**config.mk**
```make
export PLATFORM = sky130hd
export DESIGN_NAME = bin_to_bcd_seq_flat
export DESIGN_NICKNAME = d
export VERILOG_FILES = /design/src/rtl/bin_to_bcd_seq_if.sv /design/src/rtl/bin_to_bcd_seq.sv /design/src/flat_wrapper.sv
export SDC_FILE = /design/constraint.sdc
export NUM_CORES = 1
export LEC_CHECK = 0
export BUFFER_PORTS_ARGS = -buffer_cell sky130_fd_sc_hd__buf_2
export CORE_UTILIZATION = 30
export CTS_CLUSTER_SIZE = 25
export DETAILED_ROUTE_END_ITERATION = 12
export PLACE_DENSITY = 0.44
export SETUP_SLACK_MARGIN = 0.15
export SLEW_MARGIN = 20
export SYNTH_ARGS = -nofsm -noshare
export SYNTH_HDL_FRONTEND = slang
export SYNTH_SLANG_ARGS = --single-unit
```
**constraint.sdc**
```tcl
create_clock -name clk -period 2 [get_ports clk]
set_clock_uncertainty 0.05 [all_clocks]
set_input_delay 0.3 -clock clk [delete_from_list [all_inputs] [get_ports clk]]
set_output_delay 0.3 -clock clk [all_outputs]
set_load 0.01 [all_outputs]
```
**src/rtl/bin_to_bcd_seq_if.sv**
```systemverilog
// Handshake bundle for the sequential binary-to-BCD converter.
// master drives start/bin_in; slave returns busy/done/bcd_out/ovf.
interface bin_to_bcd_seq_if #(
  parameter int BIN_W  = 16,
  parameter int DIGITS = 4
);
  logic                  start;
  logic [BIN_W-1:0]      bin_in;
  logic                  busy;
  logic                  done;
  logic [4*DIGITS-1:0]   bcd_out;
  logic                  ovf;

  modport master (
    output start, bin_in,
    input  busy, done, bcd_out, ovf
  );

  modport slave (
    input  start, bin_in,
    output busy, done, bcd_out, ovf
  );
endinterface

```
**src/rtl/bin_to_bcd_seq.sv**
```systemverilog
// Double-dabble binary-to-BCD converter, one bit per clock.
// Ports: clk, reset (sync, active-low), bus (slave: start/bin_in in, busy/done/bcd_out/ovf out).
module bin_to_bcd_seq #(
  parameter int BIN_W  = 16,
  parameter int DIGITS = 4
) (
  input  logic            clk,
  input  logic            reset,
  bin_to_bcd_seq_if.slave bus
);
  localparam int BW   = 4 * DIGITS;
  localparam int MAXV = 10 ** DIGITS - 1;
  localparam int CW   = $clog2(BIN_W + 1);

  // Only selected when bin_in exceeds MAXV, so MAXV fits BIN_W then.
  localparam logic [BIN_W-1:0] MAXV_B = BIN_W'(MAXV);
  localparam logic [CW-1:0]    LAST   = CW'(BIN_W - 1);

  localparam logic [1:0] IDLE   = 2'd0;
  localparam logic [1:0] SHIFT  = 2'd1;
  localparam logic [1:0] FINISH = 2'd2;

  logic [1:0]       state_q, state_d;
  logic [BIN_W-1:0] op_q, op_d;
  logic [BW-1:0]    scr_q, scr_d;
  logic [CW-1:0]    cnt_q, cnt_d;
  logic             pend_q, pend_d;
  logic [BW-1:0]    bcd_q, bcd_d;
  logic             ovf_q, ovf_d;
  logic             done_q, done_d;

  logic [31:0]      bin_ext;
  logic             over;
  logic [BW-1:0]    adj;

  assign bin_ext = 32'(bus.bin_in);
  assign over    = bin_ext > 32'(MAXV);

  // Add-3 on every digit >= 5 ahead of the shift; no inter-digit carry.
  always_comb begin
    adj = scr_q;
    for (int i = 0; i < DIGITS; i++) begin
      if (scr_q[4*i +: 4] >= 4'd5)
        adj[4*i +: 4] = scr_q[4*i +: 4] + 4'd3;
    end
  end

  always_comb begin
    state_d = state_q;
    op_d    = op_q;
    scr_d   = scr_q;
    cnt_d   = cnt_q;
    pend_d  = pend_q;
    bcd_d   = bcd_q;
    ovf_d   = ovf_q;
    done_d  = 1'b0;
    unique case (state_q)
      IDLE: begin
        if (bus.start) begin
          op_d    = over ? MAXV_B : bus.bin_in;
          pend_d  = over;
          scr_d   = '0;
          cnt_d   = '0;
          state_d = SHIFT;
        end
      end
      SHIFT: begin
        {scr_d, op_d} = {adj, op_q} << 1;
        cnt_d = cnt_q + 1'b1;
        if (cnt_q == LAST)
          state_d = FINISH;
      end
      FINISH: begin
        bcd_d   = scr_q;
        ovf_d   = pend_q;
        done_d  = 1'b1;
        state_d = IDLE;
      end
      default: state_d = IDLE;
    endcase
  end

  always_ff @(posedge clk) begin
    if (!reset) begin
      state_q <= IDLE;
      op_q    <= '0;
      scr_q   <= '0;
      cnt_q   <= '0;
      pend_q  <= 1'b0;
      bcd_q   <= '0;
      ovf_q   <= 1'b0;
      done_q  <= 1'b0;
    end else begin
      state_q <= state_d;
      op_q    <= op_d;
      scr_q   <= scr_d;
      cnt_q   <= cnt_d;
      pend_q  <= pend_d;
      bcd_q   <= bcd_d;
      ovf_q   <= ovf_d;
      done_q  <= done_d;
    end
  end

  assign bus.busy    = (state_q != IDLE);
  assign bus.done    = done_q;
  assign bus.bcd_out = bcd_q;
  assign bus.ovf     = ovf_q;
endmodule

```
**src/flat_wrapper.sv**
```systemverilog
// flat-port wrapper written by rule: the top's interface ports become plain ports
module bin_to_bcd_seq_flat 
#(
  parameter int BIN_W  = 16,
  parameter int DIGITS = 4
)
  (clk, reset, bus_start, bus_bin_in, bus_busy, bus_done, bus_bcd_out, bus_ovf);
  bin_to_bcd_seq_if #(.BIN_W(BIN_W), .DIGITS(DIGITS)) bus_i ();
  input  logic clk;
  input  logic reset;
  input wire logic [$bits(bus_i.start)-1:0] bus_start;
  input wire logic [$bits(bus_i.bin_in)-1:0] bus_bin_in;
  output wire logic [$bits(bus_i.busy)-1:0] bus_busy;
  output wire logic [$bits(bus_i.done)-1:0] bus_done;
  output wire logic [$bits(bus_i.bcd_out)-1:0] bus_bcd_out;
  output wire logic [$bits(bus_i.ovf)-1:0] bus_ovf;
  assign bus_i.start = bus_start;
  assign bus_i.bin_in = bus_bin_in;
  assign bus_busy = bus_i.busy;
  assign bus_done = bus_i.done;
  assign bus_bcd_out = bus_i.bcd_out;
  assign bus_ovf = bus_i.ovf;
  bin_to_bcd_seq #(.BIN_W(BIN_W), .DIGITS(DIGITS)) u_core (.clk(clk), .reset(reset), .bus(bus_i));
endmodule
```
==> results.toml, run 1 <==
[worst_setup_path]
crit_type = "reg -> reg"
end_kind = "flip-flop"
startpoint_type = "flip-flop"
reg2regPathDepth = 6
arrival_ns = 1.89
critPathRequiredTime_ns = 2.20
cp_max_fo = 5

[timing]
setup_tns_ns = 0
finalCriticalPeriod_ns = 1.69
fin_crit_sh_pct = 84.5
tightestPinTransition_ns = 0.482
fmax_mhz = 592
fin_ws_ns = 0.310
setup_viol = 0
slew_violations = 0
relSlewSlack_pct = 67.8
final-hold-violation-count = 0
rsz0062_at_grt = "no"

[logic_synthesis]
synth_edf_count = 0
ys_seq_elements = 58
synthCells = 291
synth_top_area_share_pct = 43.6
ys_async_sr_fraction_pct = 0
synth_nets = 320
synth_most_common_cell = "dfxtp_1"
synth.top_cells.by_count = "dfxtp_1, nand2_1, a21boi_0"
synth_top_family_by_area = "compound AO/OA/AOI/OAI gates"
yosys.area.top_type = "dfxtp_1"
synth_compound_area_share_pct = 22.3
syn_avg_cell_area_um2 = 9.15
synthFlopType = "dfxtp_1"
syn_area_mm2 = 0.00266
synth_simple_gate_area_share_pct = 18.5
synth_warnings = 0
synthMuxAreaShare_pct = 1.22
synth_cell_types = 44
ys_seq_area_share_pct = 43.6
synth-xor-area-share_pct = 2.30
synth_adder_area_share_pct = 4.70
ys_top_cells_by_area = "dfxtp_1, nand2_1, a21boi_0"

[routing]
wl_per_cell_um = 12.9
vias = 2085
drc = 0
avgViaCountPerCell = 4.71
initialDrtViolationCount = 64
first_pass_iters = 4
routed_wl_um = 5700
postRouteAntennaNets = 0

[power_and_ir_drop]
leakagePower_nw = 1.21
p_sw_share_pct = 23.3
p_int_mw = 1.80
pwr-share-seq_pct = 51.2
switchingPower_mw = 0.545
clockPowerShare_pct = 42.4
p_total_mw = 2.34
power_density_mw_per_mm2 = 757
peakVddDrop_uv = 402
p_comb_share_pct = 6.3

[place]
port_buffers = 37
pre_cts_ws_ns = 0.368
dp_hpwl_um = 3930
place_congestion = 0.766
placed_cells = 427

[clock_network]
clk_latency_ns = 0.33
cts_made_buffers = 9
root_buffer = "clkbuf_8"
holdBufCountCts = 0
htreeDepth = 3
cts_tree = "built"
path_clk_slew_ns = 0.07
clockBufferDepth = 2
ctsResizeCount = 0
post_cts_buffers = 0
cts.sinks = 58

[grt]
antenna_found_initial = 0
grt_usage_pct = 13.8
grt_pass1_vias = 1966
grt_pass1_wl_um = 9630
grt_max_degree = 19
grt_overflow = 0

[layout]
drive_gt1_share_pct = 22.1
nets = 359
area_growth_pct = 16.1
diodes = 0
finalNonFillerCells = 443
final_util_pct = 35.6

[min_path]
hold_path_depth = 2
hold_class = "in -> reg"

[outcome]
outcome = "complete, no violations"

[die]
die_x_um = 96.2
core_mm2 = 0.00868
io_pins = 38
die-area_mm2 = 0.00926
start_util_pct = 30.7
rows = 34
die_height_um = 96.2

[job]
cap_violations = 0
-- sequential cells by signal (all words and copies together), names as in the netlist --
signal / cells
u_core.bus.bcd_out: 16
u_core.bus.done: 1
u_core.bus.ovf: 1
u_core.cnt_q: 5
u_core.op_q: 16
u_core.pend_q: 1
u_core.scr_q: 16
u_core.state_q: 2
-- final cells by class --
| class | instances | area, µm² |
|---|---|---|
| fillers | 954 | 5590 |
| clock buffers | 14 | 173 |
| well taps | 108 | 135 |
| flip-flops and latches | 58 | 1160 |
| repair buffers | 45 | 245 |
| multi-input cells | 199 | 1310 |
| clock inverters | 2 | 10.0 |
| inverters | 17 | 63.8 |
-- power by group through the flow --
stage          sequential, mW  clock, mW  combinational (mW)
3_5_place_dp             1.22          0               0.151
3_3_place_gp             1.22          0               0.151
4_1_cts                  1.20       1.04               0.152
2_1_floorplan            1.21          0               0.109
6_report                 1.20      0.993               0.149
5_1_grt                  1.20       1.10               0.167
-- per-layer routing --
layer / wire, µm / global-route usage (%)
met3: 221 / 4.74
met5: 0 / 0
met1: 2860 / 18.0
met4: 59 / 4.48
met2: 2560 / 21.2
-- kinds of logic after synthesis --
logic type               Yosys count
flip-flops                        58
multiplexers                       3
XOR/XNOR                           7
adder cells (fa/ha/maj)           10
AO/OA/AOI/OAI                     84
buffers and inverters             34
AND/OR/NAND/NOR                   95
-- layout by cell type (no fill, tap or decap), types with 2 or more instances in the layout --
cell type and instances:
dfxtp_1 58, nand2_1 46, buf_2 37, a21boi_0 21, o21ai_0 18, inv_1 17, a21oi_1 14, clkbuf_8 12
ha_1 10, nand2b_1 8, a22o_1 8, buf_4 8, nor2_1 7, o221ai_1 7, nor2b_1 6, nand3_1 6
nor3_1 5, a22oi_1 4, xnor2_1 4, and2_1 3, xor2_1 3, o31ai_1 3, a222oi_1 2, and3_4 2
a22o_2 2, and2b_2 2, mux2_2 2, clkbuf_1 2, clkinv_2 2
-- through the flow --
stage | hold WS, ns | area, µm²
6_report | 0.152 | 3090
5_1_grt | 0.136 | 3090
2_1_floorplan | 0.375 | 2660
3_5_place_dp | 0.398 | 2910
4_1_cts | 0.133 | 3090
3_3_place_gp | 0.398 | 2910
-- final timing paths --
check | endpoint | from | slack [ns]
worst max register to register | u_core.scr_q[10] | u_core.scr_q[8] | 0.31
worst min-delay path | u_core.op_q[5] | bus_bin_in[5] | 0.15
worst min register to register | u_core.bus.bcd_out[13] | u_core.bus.bcd_out[13] | 0.40
worst max-delay path | u_core.scr_q[10] | u_core.scr_q[8] | 0.31
-- worst max-delay path, stage by stage (launching register included) --
cell	delay, ns
dfxtp_1	0.37
inv_1	0.12
ha_1	0.21
nand2b_1	0.07
a21oi_1	0.29
mux2_2	0.37
o21ai_0	0.13
No activity file was read; power rests on OpenSTA's default activity.
==> run 2: changes to the inputs <==
clock period = 1.8 ns   (was 2 ns; I/O delays follow)
==> run 2 against run 1 <==
- die area stayed put
- count of clock-buffer cells in the layout down 2
- worst setup slack worse by 0.053 ns
==> results.toml, run 2 (synthesis gave the netlist of run 1 again) <==
[min_path]
hold_class = "in -> reg"
min-delay-start = "bus_bin_in[7]"
hold_path_depth = 2
hold_end = "u_core.op_q[7]"

[clock_network]
clockBufferDepth = 2
cts_made_buffers = 9
cts.sinks = 58
htreeDepth = 3
path_clk_slew_ns = 0.06
clk_latency_ns = 0.33
root_buffer = "clkbuf_8"
holdBufCountCts = 0
cts_tree = "built"
post_cts_buffers = 0

[die]
rows = 34
die-area_mm2 = 0.00926
die_height_um = 96.2
io_pins = 38
core_mm2 = 0.00868
die_x_um = 96.2
start_util_pct = 30.7

[layout]
nets = 360
finalNonFillerCells = 443
drive_gt1_share_pct = 23.9
area_growth_pct = 17.6
layout_commonest_cell = "dfxtp_1"
diodes = 0
final_cell_mix = "dfxtp_1, nand2_1, buf_2, a21boi_0, o21ai_0"

[worst_setup_path]
reg2regPathDepth = 6
crit_type = "reg -> reg"
timing.rr.start = "u_core.scr_q[9]"
end_kind = "flip-flop"
arrival_ns = 1.75
critPathRequiredTime_ns = 2.01
startpoint_type = "flip-flop"
cp_max_fo = 4
ff2ff_setup_slack_ns = 0.26
r2r-end = "u_core.scr_q[10]"

[timing]
final-hold-violation-count = 0
fin_crit_sh_pct = 85.7
fin_hold_ws_ns = 0.116
finalCriticalPeriod_ns = 1.54
relSlewSlack_pct = 69.7
fmax_mhz = 648
rsz0062_at_grt = "no"
tightestPinTransition_ns = 0.454
setup_tns_ns = 0
setup_viol = 0
slew_violations = 0

[grt]
grt_usage_pct = 14.5
grt_pass1_wl_um = 10000
grt_overflow = 0
antenna_found_initial = 0
grt_max_degree = 28
grt_pass1_vias = 2026

[power_and_ir_drop]
peakVddDrop_uv = 517
power_density_mw_per_mm2 = 849
leakagePower_nw = 1.22

[place]
place_congestion = 0.764
port_buffers = 37
dp_hpwl_um = 3990
placed_cells = 428

[routing]
vias = 2075
routed_wl_um = 5860
wl_per_cell_um = 13.2
avgViaCountPerCell = 4.68
first_pass_iters = 5
initialDrtViolationCount = 74
drc = 0
postRouteAntennaNets = 0

[job]
cap_violations = 0

[outcome]
outcome = "complete, no violations"
[run 2: changes by cell type in the layout (fill, tap and decap cells not counted)]
cell | before | now
a21oi_1 | 14 | 10
a21oi_2 | 0 | 4
clkbuf_8 | 12 | 10
dfxtp_1 | 58 | 56
dfxtp_2 | 0 | 2
buf_12 | 0 | 1
bufinv_16 | 0 | 1
[run 2: metrics by stage]
stage / area [µm²] / worst slack (ns) / power [mW] / util [%]
2_1_floorplan: 2660 / 0.277 / 1.47 / -
3_3_place_gp: 2930 / 0.246 / 1.53 / 33.8
3_5_place_dp: 2930 / 0.234 / 1.53 / 33.8
4_1_cts: 3120 / 0.187 / 2.73 / 35.9
5_1_grt: 3130 / 0.145 / 2.78 / 36.1
6_report: 3130 / 0.257 / 2.66 / 36.1
[run 2: report_power, final]
part           internal (mW)  switching, mW  leakage (nW)
logic                 0.0783         0.0894         0.651
clock network          0.666          0.495        0.0962
registers               1.31         0.0211         0.471
total                   2.06          0.606          1.22
[run 2: final cells by class]
| type | count | area (µm²) |
|---|---|---|
| fill | 949 | 5550 |
| multi-input combinational | 199 | 1320 |
| sequential | 58 | 1160 |
| timing repair buffer | 46 | 265 |
| clock buffer | 12 | 145 |
| tap | 108 | 135 |
| inverter | 17 | 63.8 |
| clock inverter | 3 | 40.0 |
[run 2: repair_timing]
| item | CTS | global route |
|---|---|---|
| resized for setup | 0 | 6 |
| endpoints found under the hold margin | 0 | 0 |
| endpoints found under the setup margin | 0 | 11 |
[run 2: worst max-delay path by stage]
stage	depth (start not counted)	from	slack [ns]	to
final	6	u_core.scr_q[9]	0.26	u_core.scr_q[10]
after global routing	6	u_core.scr_q[8]	0.15	u_core.scr_q[10]
after CTS	2	u_core.state_q[1]	0.19	bus_busy
after detailed placement	6	u_core.scr_q[9]	0.23	u_core.scr_q[10]
after global placement	6	u_core.scr_q[8]	0.25	u_core.scr_q[10]
after floorplan	6	u_core.scr_q[9]	0.28	u_core.scr_q[10]
[run 2: layer usage]
layer | vias to the layer above | track usage, % | part of all wire [%]
met5 | - | 0 | 0
met4 | 0 | 5.22 | 0.90
met3 | 4 | 4.98 | 3.3
met2 | 38 | 23.7 | 47
met1 | 944 | 17.5 | 49
li1 | 1089 | - | -
[run 2: worst max-delay path, cell delays in order (launching register included)]
cell and delay (ns):
dfxtp_1 0.36, inv_1 0.09, ha_1 0.18, nand2b_1 0.15, a21oi_2 0.17, mux2_2 0.35, o21ai_0 0.12
==> run 3: changes to the inputs <==
clock period = 1.43 ns   (was 1.8 ns; I/O delays follow)
==> run 3 against run 2 <==
- design area up 21%
- global-route usage rose by 1.0 points
- die area unchanged
- combinational power increased by 88%
- register-to-register slack got worse by 0.20 ns
- sequential power grew 26%
- cell count rose by 5.2%
- worst setup slack got worse by 0.21 ns
- utilization rose by 7.5 points
- count of clock-buffer cells in the layout is 2 higher
==> results.toml, run 3 (synthesis gave the netlist of run 1 again) <==
[routing]
wl_per_cell_um = 14.3
routed_wl_um = 6650
initialDrtViolationCount = 54
avgViaCountPerCell = 4.83
first_pass_iters = 5
vias = 2251
postRouteAntennaNets = 0
drc = 0

[worst_setup_path]
crit_type = "reg -> out"
reg2regPathDepth = 6
critPathRequiredTime_ns = 1.17
arrival_ns = 1.12
end_kind = "output port"
ff2ff_setup_slack_ns = 0.06
r2r-end = "u_core.scr_q[10]"
cpPeakStageDelay_ns = 0.32
critPathSlowestCell = "dfxtp_2"
startpoint = "u_core.state_q[0]"
crit_path_end = "bus_busy"
cp_max_fo = 6
startpoint_type = "flip-flop"
crit_path_frequent_cell = "buf_6"
timing.rr.start = "u_core.scr_q[8]"
path_cells = "buf_6 > or2_4 > buf_6"

[timing]
fmax_mhz = 721
setup_tns_ns = 0
slew_violations = 0
rsz0062_at_grt = "yes"
finalCriticalPeriod_ns = 1.39
fin_ws_ns = 0.0423
fin_crit_sh_pct = 97.0
tightestPinTransition_ns = 0.418
final-hold-violation-count = 0
relSlewSlack_pct = 71.9
setup_viol = 0

[clock_network]
htreeDepth = 3
cts.sinks = 58
clockBufferDepth = 2
cts_made_buffers = 9
path_clk_slew_ns = 0.07
cts_tree = "built"
clk_latency_ns = 0.35
root_buffer = "clkbuf_8"

[die]
core_mm2 = 0.00868
die-area_mm2 = 0.00926
die_x_um = 96.2
die_height_um = 96.2
rows = 34
io_pins = 38
start_util_pct = 30.7

[layout]
nets = 382
final_cell_mix = "dfxtp_1, nand2_1, buf_2, buf_4, a21boi_1"
area_growth_pct = 41.9
fill_cells = 877
final_area_mm2 = 0.00378
final_util_pct = 43.6
layout.area.seq_mm2 = 0.00118
multi_input_area_mm2 = 0.00170
diodes = 0
layout_commonest_cell = "dfxtp_1"
drive_gt1_share_pct = 46.9

[grt]
grt_pass1_wl_um = 10500
grt_max_degree = 51
grt_pass1_vias = 2068
antenna_found_initial = 0
grt_overflow = 0
grt_usage_pct = 15.5

[power_and_ir_drop]
power_density_mw_per_mm2 = 941
peakVddDrop_uv = 375
leakagePower_nw = 1.45

[place]
pre_cts_ws_ns = -0.0141
place_area_mm2 = 0.00305
port_buffers = 37
place_congestion = 0.724
dp_hpwl_um = 3890

[min_path]
hold_class = "in -> reg"
min-delay-start = "bus_bin_in[2]"

[job]
cap_violations = 0

[outcome]
outcome = "complete, no violations"
## run 3: cell count changes in the layout (fill, tap and decap cells not counted), sizes merged
| cell | before | now |
|---|---|---|
| buf | 46 | 67 |
| clkbuf | 12 | 14 |
| clkinv | 2 | 1 |
| and2 | 4 | 5 |
## run 3: final cells by class
| class | count | area share (%) |
|---|---|---|
| tap | 108 | 3.57 |
| sequential | 58 | 31.3 |
| inverter | 17 | 1.89 |
| timing repair buffer | 67 | 13.1 |
| clock inverter | 2 | 0.927 |
| multi-input combinational | 200 | 44.9 |
| clock buffer | 14 | 4.30 |
## run 3: worst min-delay path by stage
| stage | endpoint | slack [ns] | cells past startpoint |
|---|---|---|---|
| finish | u_core.op_q[2] | 0.06 | 3 |
| floorplan | u_core.op_q[7] | 0.29 | 1 |
| global route | u_core.op_q[4] | 0.05 | 2 |
| global placement | u_core.bus.bcd_out[13] | 0.39 | 2 |
| detailed placement | u_core.bus.bcd_out[13] | 0.40 | 2 |
| CTS | u_core.op_q[5] | 0.05 | 2 |
## run 3: power by group
| part | leakage (nW) | internal, mW | switching, mW | total [mW] |
|---|---|---|---|---|
| clock | 0.101 | 0.900 | 0.667 | 1.57 |
| sequential | 0.477 | 1.65 | 0.0268 | 1.67 |
| combinational | 0.873 | 0.160 | 0.155 | 0.315 |
| total | 1.45 | 2.71 | 0.849 | 3.56 |
## run 3: worst max-delay path: cells and delay by family (launching register included)
kind,cells,cell delay (ns)
DFF,1,0.32
buffers and inverters,2,0.24
and+or+nand+nor,1,0.22
## run 3: metrics by stage
| stage | instances | hold slack [ns] | power [mW] |
|---|---|---|---|
| floorplan | 291 | 0.290 | 1.85 |
| global placement | 432 | 0.393 | 1.94 |
| detailed placement | 432 | 0.401 | 1.94 |
| CTS | 464 | 0.0458 | 3.57 |
| global route | 466 | 0.0549 | 3.69 |
| finish | 466 | 0.0593 | 3.56 |
## run 3: repair_timing
action	CTS	global route
gates cloned	3	0
resized for setup	62	45
endpoints found under the hold margin	0	0
hold buffers	0	0
endpoints found under the setup margin	44	57
pin swaps	26	15
setup buffers	13	2
## run 3: metal layers
metal	vias up	track usage, %	routed length [µm]
met1	1054	18.8	3180
li1	1137	-	-
met4	0	9.95	207
met3	14	3.71	251
met2	46	24.3	3010
met5	-	0	0
